==> src/rtl/rr_arbiter4_pkg.sv <==
// Shared definitions for the four-requester round-robin arbiter:
// FSM encodings, requester count and the priority-search result type.
package rr_arbiter4_pkg;

    localparam int NREQ = 4;

    typedef enum logic {
        ST_IDLE  = 1'b0,
        ST_GRANT = 1'b1
    } state_e;

    typedef struct packed {
        logic       found;
        logic [1:0] idx;
    } pick_t;

endpackage

==> src/rtl/rr_arbiter4_decoder2to4.sv <==
// 2-to-4 one-hot decoder with enable; a disabled decoder drives all zeros.
module decoder2to4 (
    input  logic [1:0] sel,
    input  logic       en,
    output logic [3:0] y
);

    // Expand the index to one-hot, suppressed while disabled
    always_comb begin
        y = 4'b0000;
        if (en) begin
            case (sel)
                2'd0:    y = 4'b0001;
                2'd1:    y = 4'b0010;
                2'd2:    y = 4'b0100;
                2'd3:    y = 4'b1000;
                default: y = 4'b0000;
            endcase
        end else begin
            y = 4'b0000;
        end
    end

endmodule

==> src/rtl/rr_arbiter4.sv <==
// Four-requester round-robin arbiter with grant hold and optional hold-limit
// rotation; the registered winner index drives a one-hot grant via decoder2to4.
module rr_arbiter4
    import rr_arbiter4_pkg::*;
#(
    parameter int MAX_HOLD = 8,
    parameter int CNT_W    = 4
) (
    input  logic       clk,
    input  logic       rst,
    input  logic [3:0] req,
    output logic [3:0] gnt,
    output logic [1:0] gnt_id,
    output logic       busy,
    output logic       preempt
);

    // Search order is last+1, last+2, last+3, last; masked bits never win.
    function automatic pick_t rr_pick(input logic [NREQ-1:0] req_v,
                                      input logic [1:0]      last_v,
                                      input logic [NREQ-1:0] excl_v);
        pick_t           p;
        logic [1:0]      cand;
        logic [NREQ-1:0] live;
        logic            hit;
        p.found = 1'b0;
        p.idx   = 2'd0;
        live    = req_v & ~excl_v;
        for (int i = 1; i <= NREQ; i++) begin
            cand    = last_v + 2'(i);
            hit     = !p.found && live[cand];
            p.idx   = hit ? cand : p.idx;
            p.found = p.found | hit;
        end
        return p;
    endfunction

    localparam logic [CNT_W-1:0] HOLD_MAX_C = CNT_W'(MAX_HOLD);
    localparam logic [CNT_W-1:0] HOLD_ONE_C = {{(CNT_W-1){1'b0}}, 1'b1};
    localparam logic [CNT_W-1:0] HOLD_SAT_C = {CNT_W{1'b1}};

    state_e           state_r, state_n_s;
    logic [1:0]       last_r, last_n_s;
    logic [1:0]       gnt_id_r, gnt_id_n_s;
    logic [CNT_W-1:0] hold_cnt_r, hold_cnt_n_s;
    logic             preempt_r, preempt_n_s;
    logic [NREQ-1:0]  holder_mask_s;
    logic             hold_lim_s;
    pick_t            pick_any_s, pick_oth_s;

    // State and pointer registers
    always_ff @(posedge clk or posedge rst) begin
        if (rst) begin
            state_r    <= ST_IDLE;
            last_r     <= 2'd3;
            gnt_id_r   <= 2'd0;
            hold_cnt_r <= '0;
            preempt_r  <= 1'b0;
        end else begin
            state_r    <= state_n_s;
            last_r     <= last_n_s;
            gnt_id_r   <= gnt_id_n_s;
            hold_cnt_r <= hold_cnt_n_s;
            preempt_r  <= preempt_n_s;
        end
    end

    // Next-state: arbitration, release, hold-limit rotation
    always_comb begin
        state_n_s     = state_r;
        last_n_s      = last_r;
        gnt_id_n_s    = gnt_id_r;
        hold_cnt_n_s  = hold_cnt_r;
        preempt_n_s   = 1'b0;
        holder_mask_s = 4'b0001 << gnt_id_r;
        pick_any_s    = rr_pick(req, last_r, 4'b0000);
        pick_oth_s    = rr_pick(req, last_r, holder_mask_s);
        // >= rather than == so a holder that outlived the limit alone still rotates
        hold_lim_s    = (MAX_HOLD != 32'sd0) && (hold_cnt_r >= HOLD_MAX_C);
        case (state_r)
            ST_IDLE: begin
                if (pick_any_s.found) begin
                    state_n_s    = ST_GRANT;
                    gnt_id_n_s   = pick_any_s.idx;
                    last_n_s     = pick_any_s.idx;
                    hold_cnt_n_s = HOLD_ONE_C;
                end else begin
                    state_n_s    = ST_IDLE;
                    hold_cnt_n_s = '0;
                end
            end
            ST_GRANT: begin
                if (!req[gnt_id_r]) begin
                    // Release takes precedence over a coincident timeout
                    if (pick_oth_s.found) begin
                        gnt_id_n_s   = pick_oth_s.idx;
                        last_n_s     = pick_oth_s.idx;
                        hold_cnt_n_s = HOLD_ONE_C;
                    end else begin
                        state_n_s    = ST_IDLE;
                        hold_cnt_n_s = '0;
                    end
                end else if (hold_lim_s && pick_oth_s.found) begin
                    gnt_id_n_s   = pick_oth_s.idx;
                    last_n_s     = pick_oth_s.idx;
                    hold_cnt_n_s = HOLD_ONE_C;
                    preempt_n_s  = 1'b1;
                end else begin
                    hold_cnt_n_s = (hold_cnt_r == HOLD_SAT_C) ? hold_cnt_r
                                                              : hold_cnt_r + HOLD_ONE_C;
                end
            end
            default: begin
                state_n_s    = ST_IDLE;
                hold_cnt_n_s = '0;
            end
        endcase
    end

    assign gnt_id  = gnt_id_r;
    assign busy    = (state_r == ST_GRANT);
    assign preempt = preempt_r;

    decoder2to4 u_dec (
        .sel (gnt_id_r),
        .en  (busy),
        .y   (gnt)
    );

endmodule

==> config.mk <==
export PLATFORM = sky130hd
export DESIGN_NAME = rr_arbiter4
export DESIGN_NICKNAME = d
export VERILOG_FILES = /design/src/rtl/rr_arbiter4_pkg.sv /design/src/rtl/rr_arbiter4_decoder2to4.sv /design/src/rtl/rr_arbiter4.sv
export SDC_FILE = /design/constraint.sdc
export NUM_CORES = 1
export LEC_CHECK = 0
export BUFFER_PORTS_ARGS = -buffer_cell sky130_fd_sc_hd__buf_4
export CORE_AREA = 2 2 51 53
export CTS_CLUSTER_SIZE = 20
export DETAILED_ROUTE_END_ITERATION = 10
export DIE_AREA = 0 0 53 55
export PLACE_DENSITY = 0.71
export SLEW_MARGIN = 20
export SYNTH_ARGS = -nofsm -noshare
export SYNTH_HDL_FRONTEND = slang
export SYNTH_SLANG_ARGS = --single-unit
==> constraint.sdc <==
create_clock -name clk -period 2.4 [get_ports clk]
set_clock_uncertainty 0.2 [all_clocks]
set_input_delay 0.24 -clock clk [delete_from_list [all_inputs] [get_ports clk]]
set_output_delay 0.24 -clock clk [all_outputs]
set_load 0.005 [all_outputs]
# Word-level counts from Yosys, hierarchy flattened
# Cells that the tools add are included.
[classes]
n_eq_ne = 8
magnitude_cmp = 6
shift = 1
add_sub_neg = 4
n_reduce_logical = 15
bitwise_logic = 9
mux = 46
[op_table]
columns = ["operator", "count"]
rows = [
  ["2-to-1 mux 2 bit", 12],
  ["binary-select mux 1 bit (select 2 bit)", 9],
  ["2-to-1 mux 1 bit", 17],
  ["2-to-1 mux 4 bit", 4],
  ["one-hot mux 4 bit (4 select lines)", 1],
  ["less-than comparator 2 x 3 -> 1 bit, second input constant", 5],
  ["one-hot mux 4 bit (2 select lines)", 1],
  ["logical AND 1 bit", 7],
  ["logical NOT 1 bit", 6],
  ["OR 1 bit", 6],
  ["adder 2 bit, second input constant", 2],
  ["adder 4 x 1 -> 4 bit, second input constant", 1],
  ["bitwise AND 4 bit", 1],
  ["== test 2 bit, second input constant", 2],
  ["== test 4 bit, second input constant", 1],
  [">= comparator 4 bit, second input constant", 1],
  ["inequality test 4 bit, second input constant", 1],
  ["NOT 4 bit", 1],
  ["one-hot mux 2 bit (2 select lines)", 1],
  ["left shift 1 x 2 -> 4 bit, first input constant", 1],
  ["inequality test 3 x 1 -> 1 bit, second input constant", 1],
  ["inequality test 3 x 2 -> 1 bit, second input constant", 1],
  ["AND reduction 3 bit", 1],
  ["adder 2 x 1 -> 2 bit, second input constant", 1],
  ["5 further kinds", 5],
]
[word_totals]
elab_cells = 94
inputBits = 6
out_inout_bits = 8
regBits = 10

# Depth between registers and ports, before layout
# Gate-level depths: netlist (run 1).
[logic_depth]
depth_word = 18
ltp_mapped = 7
ltp_nobuf = 5

# Hierarchy
# Synthesis (run 1) repeated with hierarchy kept, for this count alone.
[hier_totals]
cells_unflattened = 114
hier_area_um2 = 962.2
[by_module_without_submodules]
columns = ["mod", "cells_each", "area_per_inst_um2", "n_inst", "seq_area_each_um2"]
rows = [
  ["rr_arbiter4", 110, 924.6, 1, 252.7],
  ["decoder2to4", 4, 37.5, 1, 0.0],
]

# Worst setup path after synthesis (run 1)
# OpenSTA, ideal clock, no wires.
[synth_path]
path_kind = "register to register"
start = "register gnt_id_r[1], in the netlist gnt_id[1]"
end = "register hold_cnt_r[0]"
setup_slack_ns = 0.292
n_path_buf = 2
t_arrival_ns = 1.783
setup_ns = 0.125
path_stages_with_launch = 7
required_time_ns = 2.075
period_less_slack_ns = 2.108
path_cell_list = "dfrtp_1 > buf_2 > buf_2 > a211oi_4 > o221ai_2 > a2111oi_2 > mux2_2"
[synth_between]
elab_chain_cells = 18
elab_cells_between_ends = 28
cone_classes = "1 x eq/ne; 1 x shift; 14 x mux; 5 x bitwise; 7 x reduce/logical"
[synth_rtl]
columns = ["element", "line_no", "rtl"]
rows = [
  ["start, declared", "rr_arbiter4.sv:44", "logic [1:0] gnt_id_r, gnt_id_n_s;"],
  ["start signal, assigned", "rr_arbiter4.sv:62", "gnt_id_r <= gnt_id_n_s;"],
  ["left shift 1 x 2 -> 4 bit", "rr_arbiter4.sv:75", "holder_mask_s = 4'b0001 << gnt_id_r;"],
  ["NOT 4 bit", "rr_arbiter4.sv:28", "live = req_v & ~excl_v;"],
  ["bitwise AND 4 bit", "rr_arbiter4.sv:28", ""],
  ["binary-select mux 1 bit (select 2 bit)", "rr_arbiter4.sv:31", "hit = !p.found && live[cand];"],
  ["2-to-1 mux 1 bit (not written as such)", "rr_arbiter4.sv:31", ""],
  ["logical NOT 1 bit", "rr_arbiter4.sv:31", ""],
  ["logical AND 1 bit", "rr_arbiter4.sv:31", ""],
  ["OR 1 bit", "rr_arbiter4.sv:33", "p.found = p.found | hit;"],
  ["[2 not listed]", "--", ""],
  ["OR 1 bit", "rr_arbiter4.sv:33", ""],
  ["logical NOT 1 bit", "rr_arbiter4.sv:31", ""],
  ["logical AND 1 bit", "rr_arbiter4.sv:31", ""],
  ["OR 1 bit", "rr_arbiter4.sv:33", ""],
  ["logical AND 1 bit", "rr_arbiter4.sv:103", "end else if (hold_lim_s && pick_oth_s.found) begin"],
  ["2-to-1 mux 4 bit", "rr_arbiter4.sv:103", ""],
  ["2-to-1 mux 4 bit", "rr_arbiter4.sv:93", "if (!req[gnt_id_r]) begin"],
  ["one-hot mux 4 bit (2 select lines)", "rr_arbiter4.sv:80", "case (state_r)"],
  ["end signal, assigned", "rr_arbiter4.sv:63", "hold_cnt_r <= hold_cnt_n_s;"],
  ["end, declared", "rr_arbiter4.sv:45", "logic [CNT_W-1:0] hold_cnt_r, hold_cnt_n_s;"],
]
# Several ways; a longest one is shown, not always the timed one. The select of a mux whose other input is x is not followed.
# A chain may end at the register's enable or synchronous reset.

# Final worst setup path (run 1)
# Same ends and word-level chain as after synthesis.

==> results of run 1 <==
==> flip-flops by register name (all words and copies together), names as in the netlist <==
signal and count:
busy 1, hold_cnt_r 4, preempt 1, gnt_id 2
last_r 2
==> critical path, stage by stage (launching register included) <==
cell,delay [ps]
dfrtp_1,440
buf_4,190
nand2b_1,200
a211oi_1,260
a211oi_1,90
a2111oi_2,360
mux2_2,370
==> cells in the mapped netlist (2+ instances only) <==
cell type,count,area share [%]
dfrtp_1,8,21
inv_1,8,3.1
a21oi_1,7,3.6
mux2i_1,7,7.3
nor2_1,7,2.7
nor3_1,7,3.6
nand2b_1,5,3.3
a211oi_1,4,3.1
buf_2,4,2.1
nor2b_1,4,2.6
a31oi_1,3,2.0
clkbuf_1,3,1.2
nand2_1,3,1.2
a22oi_1,2,1.6
and2_1,2,1.3
dfstp_2,2,5.5
ha_1,2,2.6
nand3_1,2,1.0
o211ai_1,2,1.6
o21ai_0,2,1.0
o221ai_1,2,1.8
o22ai_1,2,1.3
==> layout make-up <==
| class | instances | area (um2) |
|---|---|---|
| flip-flops and latches | 10 | 254 |
| fillers | 237 | 1230 |
| inverters | 10 | 40.0 |
| well taps | 30 | 37.5 |
| multi-input cells | 85 | 629 |
| repair buffers | 18 | 138 |
| clock buffers | 4 | 36.3 |
==> worst min-delay path by stage <==
stage                 from  depth (start not counted)  slack (ps)             to
floorplan              rst                          1        -120           busy
global placement       rst                          2          40  hold_cnt_r[1]
detailed placement     rst                          2          50  hold_cnt_r[1]
CTS                 req[0]                          3         110           busy
global route        req[0]                          3         160           busy
finish              req[0]                          3         120           busy
==> cell usage in the layout, fill, tap and decap left out, types with 2 or more instances in the layout <==
cell type and instances:
nor2_1 7, nor3_1 7, dfstp_2 2, nand2_1 3, dfrtp_1 7, o211ai_1 2, a22oi_1 2, nand3_1 2
and2_1 2, mux2i_1 7, nand2b_1 5, nor2b_1 4, ha_1 2, buf_4 17, a21oi_1 6, o21ai_0 2
a211oi_1 4, inv_1 8, clkbuf_4 3, o22ai_1 2, o221ai_1 2, a31oi_1 3
==> power by group through the flow <==
stage,Clock (uW),Combinational (uW),Sequential (uW)
detailed placement,0,823,384
finish,157,836,385
global placement,0,800,377
floorplan,0,659,310
global route,165,914,405
CTS,159,827,381
==> stage by stage <==
stage	total power [uW]	util, %	hold WS, ps
floorplan	969	-	-121
global placement	1180	45.8	43.3
detailed placement	1210	45.8	48.8
CTS	1370	47.8	113
global route	1480	48.0	157
finish	1380	48.0	121
==> routing by layer <==
metal	global-route usage, %	vias up
met1	23.5	448
met4	5.13	0
li1	-	445
met5	0	-
met3	3.49	3
met2	30.2	39
==> timing repair <==
item / in CTS / in global routing
endpoints found under the hold margin: 8 / 0
resized for setup: 0 / 2
endpoints found under the setup margin: 0 / 2
hold buffers: 1 / 0
==> kinds of logic (layout without fill, tap and decap cells) <==
group                    Yosys count  in the layout
AO/OA/AOI/OAI                     36             36
XOR/XNOR                           1              1
adder cells (fa/ha/maj)            2              2
buffers and inverters             18             32
flip-flops                        10             10
multiplexers                       9              9
AND/OR/NAND/NOR                   37             37
==> results by stage, run 1 <==
Run status:
- The run finished with clean final reports.

Detailed routing:
- In the routed design, unresolved DRC markers number 0.
- Once detail routing completed, the nets flagged for antenna violations numbered 0.
- For this block, the initial DRC count from the detailed router was 28.
- In the routed layout, each cell is associated on average with a via count of 5.96.
- The count of TritonRoute iterations in the first routing pass is 4.
- The detailed router placed 935 vias in this run.
- Detailed routing placed a total of 1.14 mm of wire on met2.
- The detailed router used layers up to and including met4.
- The final routed wirelength across all metal layers is 2.38 mm.
- The met3 routed wirelength is 188 um.
- The detailed-route wire length on metal 1 is 1.03 mm.
- Dividing the detail-routed wire length by the instance count gives 15.2 um.

Clocking:
- The clock root buffer is clkbuf_4.
- The clock buffer count from CTS is 3.
- The number of setup buffers added after CTS is 0.
- Counting along the longest clock path gives a buffer depth of 2.
- The post-CTS clock slew at the launch and capture registers of the worst setup and hold paths is 70 ps.
- TritonCTS built the clock tree.
- The insertion delay of the later-clocked pin in the worst-skew pair is 270 ps.
- The number of clock sinks is 10.
- The number of levels the H-tree was split into is 1.

Power and ir drop:
- The internal power is 748 uW.
- The ratio of total power to cell area is 1210 nW/um2.
- Registers are responsible for 27.9% of the overall power.
- The analysis attributes to net switching a power of 629 uW.
- The share of total power consumed by net switching is 45.7%.
- The proportion of power drawn by combinational gates is 60.7%.
- VDD sags by at most 0.673 mV.
- The analysis attributes to cell leakage a power of 0.000482 uW.
- The part of the total power dissipated in the clock network is 11.4%.

Logic synthesis:
- The mapped netlist covers 961 um2.
- The synthesized netlist devotes 20.8% of its cell area to simple gates.
- The post-synthesis share of cell area spent on xor and xnor gates is 0.911%.
- The number of enable flip-flop cells after synthesis is 0.
- The count of cell types in the netlist is 47.
- Synthesis produced a netlist with a net count of 121.
- Averaged over all synthesized cells, the footprint is 8.50 um2.
- The post-synthesis compound-gate area fraction is 29.9%.
- The proportion of synthesized flip-flops having asynchronous set or reset is 100%.
- Sequential elements use 26.3% of the synthesized area.
- The synthesized netlist devotes 2.60% of its cell area to adder and majority cells.
- The number of instances in the synthesized netlist is 113.
- The combinational family with the most area after synthesis is compound AO/OA/AOI/OAI gates.
- The portion of netlist area occupied by mux cells is 10.8%.
- The predominant post-synthesis flop cell is dfrtp_1.
- During synthesis, Yosys emitted a total of 0 warnings.
- The register bit count reported by yosys is 10.

Floorplan:
- The I/O pin count is 14.
- The number of core rows is 18.
- From left edge to right edge, the die measures 53 um.
- The die area is 2920 um2.
- For this configuration, the core starts out at a cell density of 40.6%.
- The area of the core is 2360 um2.
- The overall die height is 55 um.

Timing:
- The accumulated negative setup slack is 0 ps.
- The final count of negative-setup-slack endpoints is 0.
- The share of the clock period used by the worst path is 93.2%.
- Setup repair after global routing left no endpoint under its margin.
- The transition time at the pin with the least slew margin is 404 ps.
- The count of endpoints failing hold in the final timing report is 0.
- Once routing completed, OpenROAD measured the worst setup slack at 163 ps.
- The clock period minus final worst setup slack is 2240 ps.
- Headroom to the max-slew limit came out at 72.4%.
- The fmax is 447 MHz.
- The count of pins over their slew limit was 0.

Finish:
- The layout overhead on the synthesized area is 18.1%.
- The fraction of final layout cells with drive strength greater than 1 is 28.3%.
- The number of inserted diodes is 0.
- The net count of the finished layout is 136.
- The final cell count without fillers is 157.
- Once layout is done, the placed cells without fillers occupy 1130 um2.

Setup path:
- Tracing the worst setup path back leads to its startpoint at gnt_id[1].
- The category of the critical setup timing path is flop to flop.
- The startpoint of the worst register-to-register path is gnt_id[1].
- Data on the critical path arrives at its endpoint at 2200 ps.
- The worst-path maximum fanout is 7.
- The worst register-to-register path ends at hold_cnt_r[0].
- For the worst setup path, the data required time is 2360 ps.
- The critical path launch point type is a flop.
- STA classifies the critical path endpoint as a flop.
- Counting cells, the worst reg-to-reg path comes to 6.
- The worst register-to-register path has a setup slack of 160 ps.
- In this run the worst setup path terminates at hold_cnt_r[0].

Hold path:
- The path class of the tightest hold or removal check is input port to flop.

Placement:
- Buffers placed on the I/O ports in this run total 13.
- At the placement stage, the worst setup path has a slack of 135 ps.
- The half-perimeter wire length of the detailed placement result is 1.76 mm.
- The placement-stage cell area is 1080 um2.
- At the end of routability-driven placement, the weighted congestion stood at 0.802.
- The placed instance count is 152.

GRT:
- The initial antenna violation count was 0.
- The number of global-route vias before repair was 851.
- The largest net degree at the start of global routing is 18.
- Across every metal layer, demand over resource in global routing totals 17.9%.
- The first global-routing pass estimated 3.84 mm of wire.
- The global-route congestion overflow total is 0.

Flow run:
- The tool flagged a number of max-cap violations equal to 0.
No activity file was read; power rests on OpenSTA's default activity.
==> inputs of run 2 (changes only) <==
==> constraint.sdc (replaced) <==
create_clock -name clk -period 2.4 [get_ports clk]
set_clock_uncertainty 0.2 [all_clocks]
set_input_delay 0.48 -clock clk [delete_from_list [all_inputs] [get_ports clk]]
set_output_delay 0.48 -clock clk [all_outputs]
set_load 0.005 [all_outputs]
==> run 2 against run 1 <==
Worst setup slack got worse by 40 ps. Count of clock-buffer cells in the layout unchanged. Combinational power decreased by 4.3%. Largest cell class unchanged. Register-to-register slack worse by 40 ps. Largest power group unchanged.
==> results by stage, run 2 (synthesis gave the netlist of run 1 again) <==
Detailed routing:
- For this run, design rule violations remaining after detail routing come to 0.
- The count of TritonRoute iterations in the first routing pass is 4.
- After detailed routing, the number of vias per cell comes to 6.07.
- The final routed wirelength across all metal layers is 2.21 mm.
- The count of routing violations after the opening detailed-route iteration is 34.
- The routed layout has 953 vias.
- The detailed-route wire length per cell is 14.1 um.
- The count of nets left with antenna violations once routing finished came out at 0.

Floorplan:
- The starting density of the core is 40.6%.
- The number of core rows is 18.
- The I/O pin count is 14.
- The region available for standard cell placement spans 2360 um2.
- The die area is 2920 um2.
- In this run the vertical extent of the chip is 55 um.
- The die outline width is 53 um.

Hold path:
- The type of the worst min-delay path is input port to flop.
- The path with the worst hold slack has its endpoint at busy.
- The hold path startpoint is req[0].
- The worst hold path stage count is 3.

Finish:
- The fraction of final layout cells with drive strength greater than 1 is 28.3%.
- The repair_antennas step left the layout with diodes totalling 0.
- The final layout net count is 136.
- The register with the most flip-flops in the layout has 4 of them.
- The final cell count without fillers is 157.
- In the layout the commonest cells are buf_4 (17), inv_1 (8).
- The filler cells instantiated in the layout total 244.
- From synthesis to final layout, the design area changed by 17.8%.
- The library cell used most frequently in the layout, excluding fill and tap cells, is buf_4.
- The post-route core utilization is 47.9%.
- The register bank with the most flops is hold_cnt_r.

Power and ir drop:
- The peak ir drop on the vdd network is 0.637 mV.
- For this design the ratio of total power to cell area is 1200 nW/um2.
- The leakage dissipation is 0.000481 uW.

Setup path:
- The end of the worst register-to-register path is hold_cnt_r[0].
- In this run the critical register-to-register path is launched from gnt_id[0].
- The worst register-to-register path has a depth of 6.
- The cell type group with the largest total delay on the critical path is compound AO/OA/AOI/OAI gates.
- The depth of the critical timing path with buffers and inverters included is 6.
- Together, buffers and inverters on the worst path number 1.
- The worst endpoint data arrival time is 2240 ps.
- The signal on the critical path passes through buf_4 -> and2_1 -> a211oi_4 -> o221ai_2 -> a2111oi_2 -> mux2_2.
- The delay of the slowest critical-path stage is 480 ps.
- On the critical path, the stage with the largest delay is an instance of dfrtp_2.
- The setup check on the worst reg-to-reg path leaves a slack of 120 ps.
- The data required time at the worst endpoint is 2360 ps.
- The kind of end point of the critical path is a flop.
- The worst-path maximum fanout is 11.
- STA classifies the critical path startpoint as a flop.
- The category of the critical setup timing path is flop to flop.

GRT:
- The initial antenna violation count is 0.
- Global routing consumed, over all layers together, 17.3% of the routing resources.
- The global-route congestion overflow total is 0.
- The first global-routing pass estimated 3.68 mm of wire.
- Entering global routing, the biggest net connects 18 pins.
- The number of global-route vias before repair was 867.

Flow run:
- The reported max-cap violation count is 0.

Timing:
- The share of the clock period used by the worst path is 94.9%.
- The transition time at the pin with the least slew margin is 463 ps.
- Setup slack closes at 123 ps.
- The count of endpoints failing hold in the final timing report was 0.
- The count of pins over their slew limit is 0.
- Setup repair after global routing left no endpoint under its margin.
- The worst path in the final design needs a cycle of 2280 ps, including I/O delays and setup.
- Hold is met by 344 ps.
- For this run, the top clock speed supported by timing is 439 MHz.
- In this run the tightest slew margin relative to its limit is 68.7%.
- Setup violations remaining at the end of the flow were counted as 0.
- Setup total negative slack on the finished layout was measured at 0 ps.

Clocking:
- The clock root buffer is clkbuf_4.
- At the later pin of the worst-skew pair, clock insertion delay measures 280 ps.
- After clock tree synthesis, the clock-pin slew on the worst setup and hold paths is 70 ps.
- The number of clock sinks is 10.
- TritonCTS built the clock tree.
- The deepest clock path buffer count is 2.
- In this run the number of H-tree levels came out at 1.
- The clock buffer count from CTS is 3.

Placement:
- The weighted congestion at the end of routability-driven global placement is 0.921.
- The total of buffers placed on input and output ports is 13.
- Prior to clock tree synthesis, the placed netlist has a worst setup slack of 77.9 ps.
- Counting tap cells, the placed design contains a total of 152 instances.
- The half-perimeter wire length of the detailed placement result is 1.68 mm.

Run status:
- The run finished with clean final reports.
## run 2: cell counts in the layout (fill, tap and decap cells not counted)
No cell type changed its count.
## run 2: metrics by stage
stage | area (um2) | total power, uW
final | 1130 | 1360
after global routing | 1130 | 1480
after CTS | 1130 | 1370
after detailed placement | 1080 | 1210
after global placement | 1080 | 1190
after floorplan | 961 | 969
## run 2: worst min-delay path, delay by kind of cell
kind                   cells  cell delay (ps)
buffers and inverters      2              200
AND/OR/NAND/NOR            1              100
## run 2: repair_timing
action | CTS | global route
hold buffers | 1 | 0
gates resized for setup | 0 | 2
setup endpoints to repair | 0 | 1
endpoints found under the hold margin | 8 | 0
setup buffers | 0 | 0
## run 2: final cells by class
| type | count | area, um2 | share of cell area (%) |
|---|---|---|---|
| Multi-Input combinational cell | 85 | 626 | 55.2 |
| Sequential cell | 10 | 255 | 22.5 |
| Timing Repair Buffer | 18 | 138 | 12.2 |
| Inverter | 10 | 40.0 | 3.54 |
| Tap cell | 30 | 37.5 | 3.31 |
| Clock buffer | 4 | 36.3 | 3.20 |
## run 2: routing by layer
metal / vias to the layer above / routed length, um / part of all wire [%] / track usage, %
met1: 447 / 928 / 42 / 21.3
met2: 47 / 1060 / 48 / 28.5
met4: 0 / 52 / 2.4 / 10.3
li1: 454 / - / - / -
met5: - / 0 / 0 / 0
met3: 5 / 168 / 7.6 / 2.96
## run 2: worst max-delay path by stage
stage | from | endpoint | slack [ps]
detailed placement | gnt_id[0] | hold_cnt_r[0] | 80
global route | gnt_id[0] | hold_cnt_r[0] | 20
floorplan | gnt_id[1] | hold_cnt_r[0] | 290
global placement | req[3] | hold_cnt_r[0] | 120
finish | gnt_id[0] | hold_cnt_r[0] | 120
CTS | gnt_id[0] | hold_cnt_r[0] | 80
## run 2: report_power, final
group	switching (uW)	leakage, uW	internal, uW	total, uW
Sequential	155	0.000116	252	407
Combinational	397	0.000343	403	800
Clock	60.5	0.0000210	92.3	153
